`src/rtl/fifo_arb_pkg.sv`:
```
// Shared types and helpers for the fifo write-port arbiter.
package fifo_arb_pkg;

    localparam int STAT_W = 16;

    // Lock-valid encoding: LOCKED means a burst owner currently holds the port.
    typedef enum logic {
        ARB_UNLOCKED = 1'b0,
        ARB_LOCKED   = 1'b1
    } arb_state_e;

    function automatic int idx_w(input int n);
        int w;
        w = $clog2(n);
        return (w < 1) ? 1 : w;
    endfunction

endpackage

```
`src/rtl/fifo_rr_pick.sv`:
```
// Combinational round-robin picker: first set bit of valid at or after start, modulo N.
module fifo_rr_pick #(
    parameter int N     = 4,
    parameter int IDX_W = 2
) (
    input  logic [N-1:0]     valid,
    input  logic [IDX_W-1:0] start,
    output logic             found,
    output logic [IDX_W-1:0] idx
);

    logic [N-1:0]     rot;
    logic [IDX_W-1:0] pos;

    function automatic logic [IDX_W-1:0] wrap_add(input logic [IDX_W-1:0] base, input int off);
        int s;
        s = int'(base) + off;
        if (s >= N) s = s - N;
        return IDX_W'(s);
    endfunction

    // Rotate so start lands at bit 0, priority-encode, then rotate the index back.
    always_comb begin
        rot   = '0;
        found = 1'b0;
        pos   = '0;
        for (int i = 0; i < N; i++) begin
            rot[i] = valid[wrap_add(start, i)];
        end
        for (int i = 0; i < N; i++) begin
            if (!found && rot[i]) begin
                found = 1'b1;
                pos   = IDX_W'(i);
            end
        end
        idx = wrap_add(start, int'(pos));
    end

endmodule

```
`src/rtl/fifo_wr_arbiter.sv`:
```
// Round-robin, burst-locking arbiter for the single fifo write port.
// Optional per-requester grant and stall statistics under FIFO_ARB_STATS_EN.
module fifo_wr_arbiter
    import fifo_arb_pkg::*;
#(
    parameter  int WIDTH     = 8,
    parameter  int N_REQ     = 4,
    parameter  int MAX_BURST = 4,
    localparam int IDX_W     = idx_w(N_REQ),
    localparam int CNT_W     = $clog2(MAX_BURST + 1)
) (
    input  logic                   clk,
    input  logic                   rst,
    input  logic [N_REQ-1:0]       req_valid,
    input  logic [N_REQ*WIDTH-1:0] req_data,
    output logic [N_REQ-1:0]       req_ready,
    input  logic                   fifo_full,
    output logic                   fifo_wr_en,
    output logic [WIDTH-1:0]       fifo_din,
    output logic [IDX_W-1:0]       owner_id,
    output logic                   lock_active
`ifdef FIFO_ARB_STATS_EN
    ,
    output logic [N_REQ*STAT_W-1:0] grant_cnt,
    output logic [STAT_W-1:0]       stall_cnt
`endif
);

    // Handshake: beat i moves when req_valid[i] && req_ready[i]; ready never
    // depends on that cycle's transfer, and at most one ready bit is high.

    arb_state_e       state_q, state_d;
    logic [IDX_W-1:0] rr_ptr_q, rr_ptr_d;
    logic [IDX_W-1:0] owner_q, owner_d;
    logic [CNT_W-1:0] beat_cnt_q, beat_cnt_d;

    logic             locked;
    logic             own_valid;
    logic             hold_owner;
    logic [IDX_W-1:0] after_owner;
    logic [IDX_W-1:0] scan_start;
    logic             pick_found;
    logic [IDX_W-1:0] pick_idx;
    logic             cand_found;
    logic [IDX_W-1:0] cand;
    logic             grant;
    logic [CNT_W-1:0] cnt_new;

    function automatic logic [IDX_W-1:0] next_idx(input logic [IDX_W-1:0] i);
        return (int'(i) == N_REQ - 1) ? '0 : i + 1'b1;
    endfunction

    assign locked      = (state_q == ARB_LOCKED);
    assign own_valid   = req_valid[owner_q];
    assign hold_owner  = locked && own_valid;
    assign after_owner = next_idx(owner_q);
    // A lock whose owner went idle releases this cycle; scanning from owner+1 avoids a bubble.
    assign scan_start  = locked ? after_owner : rr_ptr_q;

    fifo_rr_pick #(
        .N     (N_REQ),
        .IDX_W (IDX_W)
    ) u_pick (
        .valid (req_valid),
        .start (scan_start),
        .found (pick_found),
        .idx   (pick_idx)
    );

    assign cand_found = hold_owner || pick_found;
    assign cand       = hold_owner ? owner_q : pick_idx;
    assign grant      = rst && cand_found && !fifo_full;

    always_comb begin
        req_ready = '0;
        fifo_din  = '0;
        for (int i = 0; i < N_REQ; i++) begin
            if (grant && (cand == IDX_W'(i))) begin
                req_ready[i] = 1'b1;
                fifo_din     = req_data[i*WIDTH +: WIDTH];
            end
        end
    end

    assign fifo_wr_en  = grant;
    assign owner_id    = owner_q;
    assign lock_active = locked;

    always_comb begin
        state_d    = state_q;
        rr_ptr_d   = rr_ptr_q;
        owner_d    = owner_q;
        beat_cnt_d = beat_cnt_q;
        cnt_new    = '0;
        if (grant) begin
            if (hold_owner) begin
                cnt_new = beat_cnt_q + 1'b1;
            end else begin
                cnt_new = CNT_W'(1);
                owner_d = cand;
                if (locked) rr_ptr_d = after_owner;
            end
            state_d    = ARB_LOCKED;
            beat_cnt_d = cnt_new;
            if (cnt_new == CNT_W'(MAX_BURST)) begin
                state_d    = ARB_UNLOCKED;
                beat_cnt_d = '0;
                rr_ptr_d   = next_idx(cand);
            end
        end else if (!fifo_full && locked && !own_valid) begin
            state_d    = ARB_UNLOCKED;
            beat_cnt_d = '0;
            rr_ptr_d   = after_owner;
        end
    end

    always_ff @(posedge clk) begin
        if (!rst) begin
            state_q    <= ARB_UNLOCKED;
            rr_ptr_q   <= '0;
            owner_q    <= '0;
            beat_cnt_q <= '0;
        end else begin
            state_q    <= state_d;
            rr_ptr_q   <= rr_ptr_d;
            owner_q    <= owner_d;
            beat_cnt_q <= beat_cnt_d;
        end
    end

`ifdef FIFO_ARB_STATS_EN
    logic [N_REQ*STAT_W-1:0] grant_cnt_q, grant_cnt_d;
    logic [STAT_W-1:0]       stall_cnt_q, stall_cnt_d;

    always_comb begin
        grant_cnt_d = grant_cnt_q;
        stall_cnt_d = stall_cnt_q;
        for (int i = 0; i < N_REQ; i++) begin
            if (req_ready[i] && (grant_cnt_q[i*STAT_W +: STAT_W] != {STAT_W{1'b1}})) begin
                grant_cnt_d[i*STAT_W +: STAT_W] = grant_cnt_q[i*STAT_W +: STAT_W] + 1'b1;
            end
        end
        if (cand_found && fifo_full && (stall_cnt_q != {STAT_W{1'b1}})) begin
            stall_cnt_d = stall_cnt_q + 1'b1;
        end
    end

    always_ff @(posedge clk) begin
        if (!rst) begin
            grant_cnt_q <= '0;
            stall_cnt_q <= '0;
        end else begin
            grant_cnt_q <= grant_cnt_d;
            stall_cnt_q <= stall_cnt_d;
        end
    end

    assign grant_cnt = grant_cnt_q;
    assign stall_cnt = stall_cnt_q;
`endif

endmodule

```
`config.mk`:
```
export PLATFORM = sky130hd
export DESIGN_NAME = fifo_wr_arbiter
export DESIGN_NICKNAME = d
export VERILOG_FILES = /design/src/rtl/fifo_arb_pkg.sv /design/src/rtl/fifo_rr_pick.sv /design/src/rtl/fifo_wr_arbiter.sv
export SDC_FILE = /design/constraint.sdc
export NUM_CORES = 1
export LEC_CHECK = 0
export BUFFER_PORTS_ARGS = -buffer_cell sky130_fd_sc_hd__buf_2
export CAP_MARGIN = 20
export CORE_MARGIN = 2
export CORE_UTILIZATION = 40
export CTS_BUF_LIST = sky130_fd_sc_hd__clkbuf_2
export DETAILED_ROUTE_END_ITERATION = 16
export PLACE_DENSITY_LB_ADDON = 0.1
export SETUP_SLACK_MARGIN = 0.15
export SLEW_MARGIN = 25
export SYNTH_ARGS = -nofsm -noshare
export SYNTH_HDL_FRONTEND = slang
export SYNTH_SLANG_ARGS = --single-unit
export TNS_END_PERCENT = 30
```
`constraint.sdc`:
```
create_clock -name clk -period 10.7 [get_ports clk]
set_input_delay 1.07 -clock clk [delete_from_list [all_inputs] [get_ports clk]]
set_output_delay 1.07 -clock clk [all_outputs]
set_load 0.01 [all_outputs]
```
==> key figures, run 1 <==
Outcome
  – Outcome: completed

STA
  – Pins Over Slew Limit: 0
  – Tcrit/Tclk final: 0.5225
  – Min Tclk post-route: 5590 ps
  – Slew HR: 0.6466
  – RSZ-0062 raised after global routing: no
  – Max Freq: 0.1789 GHz
  – Total negative slack: 0 ps
  – Least-Margin Pin Slew: 515.3 ps
  – Worst setup margin: 5110 ps
  – Hold Vio Cnt, Final: 0
  – Clock Skew: 8.470 ps
  – WHS: 479.1 ps
  – Final setup vio count: 0

Setup path
  – Setup crit end kind: primary output
  – Worst-path fanout max: 17
  – Critical path launch point type: register
  – CP Class: register to primary output
  – Req. time, crit path: 9630 ps
  – Crit-path max cell delay: 510 ps
  – Crit-path slowest cell: dfxtp_1
  – Cell chain of the critical path: ha_1 -> mux2i_1 -> a21oi_1 -> nor2_1 -> a2bb2oi_1 -> a21oi_1 -> ha_1 -> xnor2_1 -> or2_2 -> o32ai_1 -> o31a_1 -> ha_1 -> and3b_1 -> a21oi_1 -> o21ai_0 -> mux2i_1 -> nor2_1 -> buf_2
  – Crit path arrival time: 4520 ps

GRT
  – Global route overflow: 0
  – Vias in the first global route: 1,156
  – First-pass GRT wire length: 4.968 mm
  – Gr usage total: 0.1924
  – Initial antenna violation count: 0
  – Pin count of the biggest net entering global routing: 18

Floorplanning
  – Initial Utilization: 0.4164
  – FP Rows: 19
  – IO Count: 55
  – Die Ht: 57.12 µm
  – Die area: 3262 µm²
  – DIE WIDTH: 57.12 µm
  – Core area: 2710 µm²

CTS
  – Post CTS Setup Buffer Count: 0
  – TritonCTS buffer count: 3
  – Worst-path clk slew: 90 ps
  – Hold Buf Count CTS: 0
  – Clock tree buffer depth: 2
  – Post-CTS Resized: 0
  – Clock Sinks: 8
  – Htree depth: 1
  – Worst-skew pair later-pin latency: 240 ps
  – CTS tree: built
  – Clk root buf: clkbuf_2

Placed design
  – Dpl ws: 5370 ps
  – RePlAce Congestion: 0.8622
  – Inst Count DP: 230
  – Port bufs: 54
  – Detail Placement HPWL: 2.447 mm

Drt
  – DRT Pass-1 Iters: 4
  – DR WL/cell: 13.42 µm
  – Antenna viol nets, final: 0
  – Via count: 1,278
  – Met3 WL: 162 µm
  – Vias/cell: 5.485
  – Max Used Layer: met4
  – Iteration-0 DRC Markers: 38
  – Wl on met1: 1.400 mm
  – Final WL: 3.127 mm
  – Met2 routed WL: 1.524 mm
  – DRC viols: 0

Layout
  – # diodes: 0
  – Share of cells above drive strength 1: 0.3267
  – Area added between synthesis and finish: 25.50%
  – Fin nets: 250
  – Final Core Density: 0.5226
  – Final cell count without fillers: 233

Logic synthesis
  – Asr flop ratio synth: 0
  – Syn_nets: 199
  – Sequential area share after synthesis: 0.1419
  – Post-synth EDFFs: 0
  – Synth top area cells: dfxtp_1, mux2i_1, ha_1
  – Post-Syn Area: 1129 µm²
  – Top-count cell post-synth: nand2_1
  – Syn avg cell area: 7.376 µm²
  – Yosys top cell by area: dfxtp_1
  – Yosys warnings: 0
  – Post-synthesis cell count: 153
  – Number of synthesized register bits: 8
  – Primary FF master, synth: dfxtp_1
  – Post-synth cell types: 42
  – Most common library cells after synthesis: nand2_1, o21ai_0, a21oi_1
  – Post-synth top area share: 0.1419

Power and ir drop
  – Maximum VDD drop: 0.00007741 V
  – Leakage: 0.7227 nW
  – PwrDens: 119.1 nW/µm²

Min path
  – Worst hold path class: register to register

Flow run
  – Max cap viols: 0
-- per-layer routing --
metal,vias to the layer above,GRT usage
met5,-,0
met4,0,0.07973
met3,4,0.01814
met2,51,0.3366
met1,562,0.2410
li1,661,-
-- stage by stage --
stage	instance area [µm²]	power, mW
after floorplan	1129	0.1195
after global placement	1401	0.1489
after CTS	1416	0.1698
final	1416	0.1687
after global routing	1416	0.1852
after detailed placement	1401	0.1499
-- cell type report --
| class | count | area [µm²] |
|---|---|---|
| clock buffer | 3 | 15.01 |
| fill | 264 | 1294 |
| inverter | 5 | 18.77 |
| multi-input combinational | 132 | 913.4 |
| sequential | 8 | 160.2 |
| tap | 31 | 38.79 |
| timing repair buffer | 54 | 270.3 |
-- state kept, by name, summed over array words and instances, names as in the netlist --
register     count
owner_id         2
rr_ptr_q         2
lock_active      1
beat_cnt_q       3
-- layout by cell type, fill, tap and decap left out, types with 2 or more instances in the layout --
cell and count:
o31ai_1 2, buf_2 54, inv_1 5, a21oi_1 15, nand3b_1 2, a31oi_1 3, nand2_1 18, nor2b_1 3
o21ai_0 17, and2_1 5, and3b_1 8, ha_1 7, o311a_1 2, dfxtp_1 8, o31a_1 2, nand4_1 2
nor2_1 12, mux2i_1 12, clkbuf_2 3
-- final timing paths --
kind / from / end / slack, ps / cells past startpoint
setup reg to reg: owner_id[0] / rr_ptr_q[1] / 7040 / 14
hold reg to reg: beat_cnt_q[2] / beat_cnt_q[2] / 480 / 2
hold / removal: beat_cnt_q[2] / beat_cnt_q[2] / 480 / 2
setup / recovery: owner_id[0] / fifo_din[5] / 5110 / 18
-- critical path, delay by kind of cell, from the launching register on --
kind | cells | cell delay [ps]
AOI/OAI and AO/OA | 7 | 1190
adders and majority gates | 3 | 950
and+or+nand+nor | 4 | 670
muxes | 2 | 650
DFF | 1 | 510
xor gates and xnor gates | 1 | 150
buffers and inverters | 1 | 140
-- kinds of logic after synthesis --
family / after synthesis / synth area share
AOI/OAI and AO/OA: 46 / 0.2406
muxes: 14 / 0.1397
DFF: 8 / 0.1419
adders and majority gates: 7 / 0.07760
and+or+nand+nor: 63 / 0.3359
buffers and inverters: 13 / 0.04879
xor gates and xnor gates: 2 / 0.01552
-- power breakdown --
part	switching [mW]	internal, mW	total [mW]
registers	0.00362	0.0321	0.0357
logic	0.0617	0.0523	0.114
clock network	0.0114	0.00765	0.0190
total	0.0767	0.0920	0.169
(Power assumes the default switching activity.)
==> inputs of run 2 (changes only) <==
clock period = 5.4 ns   (was 10.7 ns; I/O delays follow)
==> run 2 against run 1 <==
  * Global-route usage grew 0.30 points
  * Critical path depth did not move
  * Worst hold slack worse by 7.5 ps
  * Combinational power grew 100%
  * Flip-flop and latch count unchanged
  * Clock-buffer cell count unchanged
  * First-iteration DRC count rose by 11%
  * Sequential power rose by 97%
  * Worst setup slack lost 4500 ps
  * Via count is 2.6% higher
  * Register-to-register slack lost 5300 ps
  * Non-clock buffer count unchanged
  * Largest power group unchanged
  * Highest routed layer unchanged
==> key figures, run 2 (synthesis results as in run 1) <==
Drt
  – Iteration-0 DRC Markers: 42 (+11%)
  – DRT Pass-1 Iters: 4 (unchanged)
  – DR WL/cell: 13.45 µm (+0.26%)
  – Via count: 1,311 (+2.6%)
  – Antenna viol nets, final: 0 (unchanged)
  – DRC viols: 0 (unchanged)
  – Vias/cell: 5.627 (+2.6%)
  – Final WL: 3.135 mm (+0.26%)

GRT
  – Pin count of the biggest net entering global routing: 18 (unchanged)
  – Vias in the first global route: 1,174 (+1.6%)
  – Initial antenna violation count: 0 (unchanged)
  – First-pass GRT wire length: 5.188 mm (+4.4%)
  – Gr usage total: 0.1954 (+0.002992)
  – Global route overflow: 0 (unchanged)

Floorplanning
  – FP Rows: 19 (unchanged)
  – Core area: 2710 µm² (unchanged)
  – Initial Utilization: 0.4164 (unchanged)
  – IO Count: 55 (unchanged)
  – DIE WIDTH: 57.12 µm (unchanged)
  – Die Ht: 57.12 µm (unchanged)
  – Die area: 3262 µm² (unchanged)

Setup path
  – Worst Path Buf+Inv: 1 (unchanged)
  – Cell chain of the critical path: ha_1 -> mux2i_1 -> a21oi_1 -> nor2_1 -> a2bb2oi_1 -> a21oi_1 -> ha_1 -> xnor2_1 -> or2_2 -> o32ai_1 -> o31a_1 -> ha_2 -> and3b_1 -> a21oi_1 -> o21ai_0 -> mux2i_1 -> nor2_1 -> buf_2
  – Req. time, crit path: 4860 ps (-4770 ps)
  – Worst reg2reg endpoint: rr_ptr_q[1]
  – Cell count along the critical path: 18 (unchanged)
  – CP Launch Point: owner_id[0]
  – Worst-path fanout max: 17 (unchanged)
  – Setup crit end kind: primary output
  – Crit path top cell by count: a21oi_1
  – CP delay by family, top: compound AO/OA/AOI/OAI gates
  – CP Capture Point: fifo_din[5]
  – FF-to-FF setup slack: 1790 ps (-5250 ps)
  – Crit-path slowest cell: dfxtp_1
  – Reg2Reg Depth: 14 (unchanged)
  – CP Class: register to primary output
  – Critical path launch point type: register
  – RR Startpoint: owner_id[0]
  – Crit-path max cell delay: 470 ps (-40 ps)
  – Crit path arrival time: 4280 ps (-240 ps)

CTS
  – Htree depth: 1 (unchanged)
  – Clk root buf: clkbuf_2
  – TritonCTS buffer count: 3 (unchanged)
  – Worst-skew pair later-pin latency: 240 ps (about the same)
  – Clock tree buffer depth: 2 (unchanged)
  – CTS tree: built
  – Clock Sinks: 8 (unchanged)
  – Worst-path clk slew: 90 ps (about the same)

Flow run
  – Max cap viols: 0 (unchanged)

Min path
  – Worst Hold Launch: beat_cnt_q[2]
  – Worst hold path class: register to register

STA
  – Tcrit/Tclk final: 0.8934
  – Max Freq: 0.2073 GHz
  – Total negative slack: 0 ps (unchanged)
  – Clock Skew: 6.282 ps (-2.187 ps)
  – Least-Margin Pin Slew: 520.3 ps (+4.971 ps)
  – Hold Vio Cnt, Final: 0 (unchanged)
  – Slew HR: 0.6432 (-0.003409)
  – Pins Over Slew Limit: 0 (unchanged)
  – Min Tclk post-route: 4824 ps
  – Final setup vio count: 0 (unchanged)
  – RSZ-0062 raised after global routing: no

Power and ir drop
  – PwrDens: 237.5 nW/µm² (+99%)
  – Maximum VDD drop: 0.0001347 V (+74%)
  – Total power: 336.9 µW (+100%)
  – Leakage: 0.7212 nW (-0.21%)

Placed design
  – Port bufs: 54 (unchanged)
  – RePlAce Congestion: 0.8346 (-3.2%)
  – Detail Placement HPWL: 2.462 mm (+0.62%)

Layout
  – Share of cells above drive strength 1: 0.3317 (+0.004950)
  – Max reg flops: 3 (unchanged)
  – Fin nets: 250 (unchanged)
  – Filler Cell Count: 281 (+6.4%)
  – Commonest non-fill, non-tap cell in the layout: buf_2
  – Reg with most FFs: beat_cnt_q
  – # diodes: 0 (unchanged)
  – Most frequent cells in the layout: buf_2, nand2_1, o21ai_0
  – Area added between synthesis and finish: 25.72%

Outcome
  – Outcome: completed
## run 2: cell counts in the layout (fill, tap and decap cells not counted)
Identical to the previous run, type by type.
## run 2: how the worst min path moves through the flow
stage	depth (start not counted)	slack [ps]	to
floorplan	2	440	beat_cnt_q[2]
finish	2	470	beat_cnt_q[2]
detailed placement	2	460	beat_cnt_q[2]
CTS	2	480	beat_cnt_q[2]
global placement	2	460	beat_cnt_q[2]
global route	2	510	beat_cnt_q[2]
## run 2: cell type report
type | instances | area (µm²) | share of cell area
multi-input cells | 132 | 915.9 | 0.6455
well taps | 31 | 38.79 | 0.02734
repair buffers | 54 | 270.3 | 0.1905
clock buffers | 3 | 15.01 | 0.01058
flip-flops and latches | 8 | 160.2 | 0.1129
inverters | 5 | 18.77 | 0.01323
## run 2: per-layer routing
metal,wire (µm),vias to the layer above,global-route usage
met5,0,-,0
met4,53,0,0.06645
met3,178,6,0.02721
met2,1464,55,0.3350
li1,-,658,-
met1,1440,592,0.2514
## run 2: tightest hold or removal path: cells and delay by family, from the launching register on
family | cells | cell delay, ps
flops | 1 | 330
simple gates | 1 | 60
compound gates | 1 | 50
## run 2: what timing repair did
item | in CTS | in global routing
setup buffers | 0 | 0
resized for setup | 0 | 1
endpoints found under the setup margin | 0 | 8
hold buffers | 0 | 0
## run 2: per-stage QoR
stage,hold WS [ps],instance area (µm²),worst slack (ps),std cells,utilization
2_1_floorplan,440.6,1129,1175,153,-
3_3_place_gp,455.5,1401,910.8,230,0.5171
3_5_place_dp,464.6,1401,731.7,230,0.5171
4_1_cts,476.4,1416,448.5,233,0.5226
5_1_grt,508.8,1419,210.8,233,0.5235
6_report,471.6,1419,575.6,233,0.5235
## run 2: where the power goes
part	total, mW	switching [mW]	internal [mW]
Clock	0.0373	0.0221	0.0152
Sequential	0.0703	0.00672	0.0636
Combinational	0.229	0.124	0.105
Total	0.337	0.153	0.184
==> inputs of run 3 (changes only) <==
SYNTH_HIERARCHICAL = 1   (was default)
clock period = 5.6 ns   (was 5.4 ns; I/O delays follow)
==> run 3 against run 2 <==
  * Via count is 2.5% higher
  * Critical path depth unchanged
  * Clock-buffer cell count is the same
  * Design area is 1.1% higher
  * Sequential power grew 7.3%
  * Final cell count rose by 3.4%
  * Synthesized cell count increased by 7.8%
  * Combinational power rose by 48%
  * Routed wire length is 1.3% higher
  * Utilization decreased by 0.80 points
  * Die area up 4.9%
  * Worst setup slack improved by 300 ps
  * Critical endpoint is now fifo_din[6]
  * Largest power group unchanged
==> key figures, run 3 <==
Setup path
  – Req. time, crit path: 5040 ps (+180 ps)
  – Worst reg2reg endpoint: rr_ptr_q[0]
  – Crit-path slowest cell: a21oi_1
  – Crit path top cell by count: nor2_1
  – Cell chain of the critical path: nor2_1 -> a21oi_1 -> nand2_1 -> o22ai_1 -> nand2_1 -> o211ai_1 -> ha_1 -> inv_1 -> nor2_1 -> nor2_1 -> inv_1 -> ha_1 -> nor2b_1 -> a221oi_1 -> nor3_1 -> a21oi_1 -> nor2_1 -> buf_2
  – Crit path arrival time: 4170 ps (-110 ps)
  – CP Class: register to primary output
  – FF-to-FF setup slack: 1940 ps (+150 ps)
  – RR Startpoint: lock_active
  – Setup crit end kind: primary output
  – Crit-path max cell delay: 680 ps (+210 ps)
  – Worst-path fanout max: 12 (-5)
  – Critical path launch point type: register
  – Reg2Reg Depth: 13 (-1)

Layout
  – Most frequent cells in the layout: buf_2, nor2_1, nor2b_1
  – Multi-input logic area: 915.9 µm² (unchanged)
  – Filler Cell Count: 268 (-4.6%)
  – Max reg flops: 3 (unchanged)
  – Area added between synthesis and finish: 20.76%
  – # diodes: 0 (unchanged)
  – Fin nets: 258 (+3.2%)
  – Final Core Density: 0.5155 (-0.008026)
  – Storage cell area: 160.2 µm² (unchanged)
  – Commonest non-fill, non-tap cell in the layout: buf_2
  – Share of cells above drive strength 1: 0.3190 (-0.01264)
  – Reg with most FFs: beat_cnt_q

Logic synthesis
  – Yosys warnings: 6 (+6)
  – Post-synth cell types: 44 (+4.8%)
  – Synth top area cells: dfxtp_1, ha_1, nor2b_1
  – Post-synthesis cell count: 165 (+7.8%)
  – Asr flop ratio synth: 0 (unchanged)
  – Number of synthesized register bits: 8 (unchanged)
  – Syn_nets: 211 (+6.0%)
  – Yosys top cell by area: dfxtp_1
  – Post-Syn Area: 1187 µm² (+5.2%)
  – Syn avg cell area: 7.196 µm² (-2.4%)
  – Primary FF master, synth: dfxtp_1
  – Top-count cell post-synth: nor2_1
  – Post-synth top area share: 0.1349 (-0.007028)
  – Most common library cells after synthesis: nor2_1, nor2b_1, a21oi_1, nand2_1, nor3_1
  – Post-synth EDFFs: 0 (unchanged)
  – Sequential area share after synthesis: 0.1349 (-0.007028)

Power and ir drop
  – Power share of the sequential group: 0.168 (-0.041)
  – Switching share of power: 0.4937 (+0.03892)
  – P_int: 227.3 µW (+24%)
  – Leakage: 0.6928 nW (-3.9%)
  – PwrDens: 313.1 nW/µm² (+32%)
  – Combinational share of power: 0.752 (+0.071)
  – Clock power frac: 0.080 (-0.031)
  – Maximum VDD drop: 0.0002065 V (+53%)
  – NetSw: 221.6 µW (+45%)

Drt
  – DR WL/cell: 13.18 µm (-2.0%)
  – DRT Pass-1 Iters: 4 (unchanged)
  – Vias/cell: 5.577 (-0.89%)
  – DRC viols: 0 (unchanged)
  – Iteration-0 DRC Markers: 33 (-21%)
  – Antenna viol nets, final: 0 (unchanged)
  – Final WL: 3.177 mm (+1.3%)
  – Via count: 1,344 (+2.5%)

CTS
  – Clk root buf: clkbuf_2
  – Htree depth: 1 (unchanged)
  – CTS tree: built
  – Worst-path clk slew: 90 ps (about the same)
  – TritonCTS buffer count: 3 (unchanged)
  – Clock tree buffer depth: 2 (unchanged)
  – Clock Sinks: 8 (unchanged)
  – Post-CTS Resized: 0 (unchanged)
  – Worst-skew pair later-pin latency: 250 ps (about the same)
  – Post CTS Setup Buffer Count: 0 (unchanged)
  – Hold Buf Count CTS: 0 (unchanged)

STA
  – Max Freq: 0.2115 GHz
  – Least-Margin Pin Slew: 853.0 ps (+332.7 ps)
  – Hold Vio Cnt, Final: 0 (unchanged)
  – RSZ-0062 raised after global routing: no
  – Min Tclk post-route: 4729 ps
  – Clock Skew: 9.204 ps (+2.921 ps)
  – Final setup vio count: 0 (unchanged)
  – Slew HR: 0.4313 (-0.2119)
  – Worst setup margin: 870.9 ps (+295.2 ps)
  – Total negative slack: 0 ps (unchanged)
  – Pins Over Slew Limit: 0 (unchanged)
  – Tcrit/Tclk final: 0.8445

Floorplanning
  – Initial Utilization: 0.4269 (+0.01046)
  – IO Count: 55 (unchanged)
  – Die Ht: 58.49 µm (+2.4%)
  – FP Rows: 19 (unchanged)
  – DIE WIDTH: 58.49 µm (+2.4%)
  – Core area: 2781 µm² (+2.6%)
  – Die area: 3421 µm² (+4.9%)

Placed design
  – Detail Placement HPWL: 2.464 mm (about the same)
  – RePlAce Congestion: 0.8252 (-1.1%)
  – Dpl ws: 1221 ps (+489.7 ps)
  – Port bufs: 54 (unchanged)

GRT
  – Global route overflow: 0 (unchanged)
  – Pin count of the biggest net entering global routing: 19 (+1)
  – Initial antenna violation count: 0 (unchanged)
  – Vias in the first global route: 1,201 (+2.3%)
  – Gr usage total: 0.1848 (-0.01060)
  – First-pass GRT wire length: 5.057 mm (-2.5%)

Min path
  – Hold Path End: beat_cnt_q[2]
  – Min-Delay Path Depth: 1 (-1)
  – Worst hold path class: register to register
  – Worst Hold Launch: beat_cnt_q[2]

Flow run
  – Max cap viols: 0 (unchanged)

Outcome
  – Outcome: completed
-- run 3: cell count changes after synthesis, moves of 3 or more --
cell and change:
o21ai_0 -13, a221oi_1 +8, nor2_1 +5, and3b_1 -8, nand2b_1 +4, nor3_1 +9, nand2_1 -5, mux2i_1 -7
inv_1 +3, buf_6 +4, nor2b_1 +11
-- run 3: cell type report --
class | count | share of cell area
inverters | 9 | 0.02356
clock buffers | 3 | 0.01047
flip-flops and latches | 8 | 0.1117
multi-input cells | 136 | 0.6387
repair buffers | 54 | 0.1885
well taps | 31 | 0.02705
-- run 3: worst max-delay path by stage --
stage / endpoint / depth (start not counted) / slack (ps) / from
final: fifo_din[6] / 18 / 870 / lock_active
after global routing: fifo_din[4] / 16 / 390 / lock_active
after CTS: fifo_din[4] / 18 / 930 / lock_active
after detailed placement: fifo_din[3] / 18 / 1220 / lock_active
after global placement: fifo_din[2] / 18 / 1400 / lock_active
after floorplan: fifo_din[5] / 19 / 1950 / lock_active
-- run 3: cells by family after synthesis --
logic type      share of synthesized area
simple gates                       0.2898
buf+inv                           0.09378
mux                               0.07482
flops                              0.1349
xor+xnor                          0.02213
fa+ha+maj                         0.07376
compound gates                     0.3109
-- run 3: routing by layer --
layer  share of wire  track usage
met4           0.014      0.06977
met1            0.44       0.2231
met5               0            0
met2            0.50       0.3403
met3           0.040      0.01099
-- run 3: through the flow --
| stage | hold WS (ps) | area (µm²) | total power, mW | instances |
|---|---|---|---|---|
| 5_1_grt | 523.6 | 1434 | 0.4981 | 241 |
| 3_3_place_gp | 480.5 | 1419 | 0.4069 | 238 |
| 2_1_floorplan | 464.3 | 1187 | 0.3448 | 165 |
| 3_5_place_dp | 486.7 | 1419 | 0.4135 | 238 |
| 6_report | 493.7 | 1434 | 0.4489 | 241 |
| 4_1_cts | 499.7 | 1434 | 0.4522 | 241 |
-- run 3: critical path, delay by kind of cell (launching register included) --
family | cells | cell delay [ps]
DFF | 1 | 550
AOI/OAI and AO/OA | 5 | 1170
and+or+nand+nor | 8 | 1320
adders and majority gates | 2 | 590
buffers and inverters | 3 | 290
-- run 3: power by group through the flow --
stage	Clock, mW	Sequential, mW	Combinational [mW]
floorplan	0	0.0723	0.272
global placement	0	0.0759	0.331
detailed placement	0	0.0765	0.337
CTS	0.0377	0.0751	0.339
global route	0.0387	0.0766	0.383
finish	0.0359	0.0754	0.338
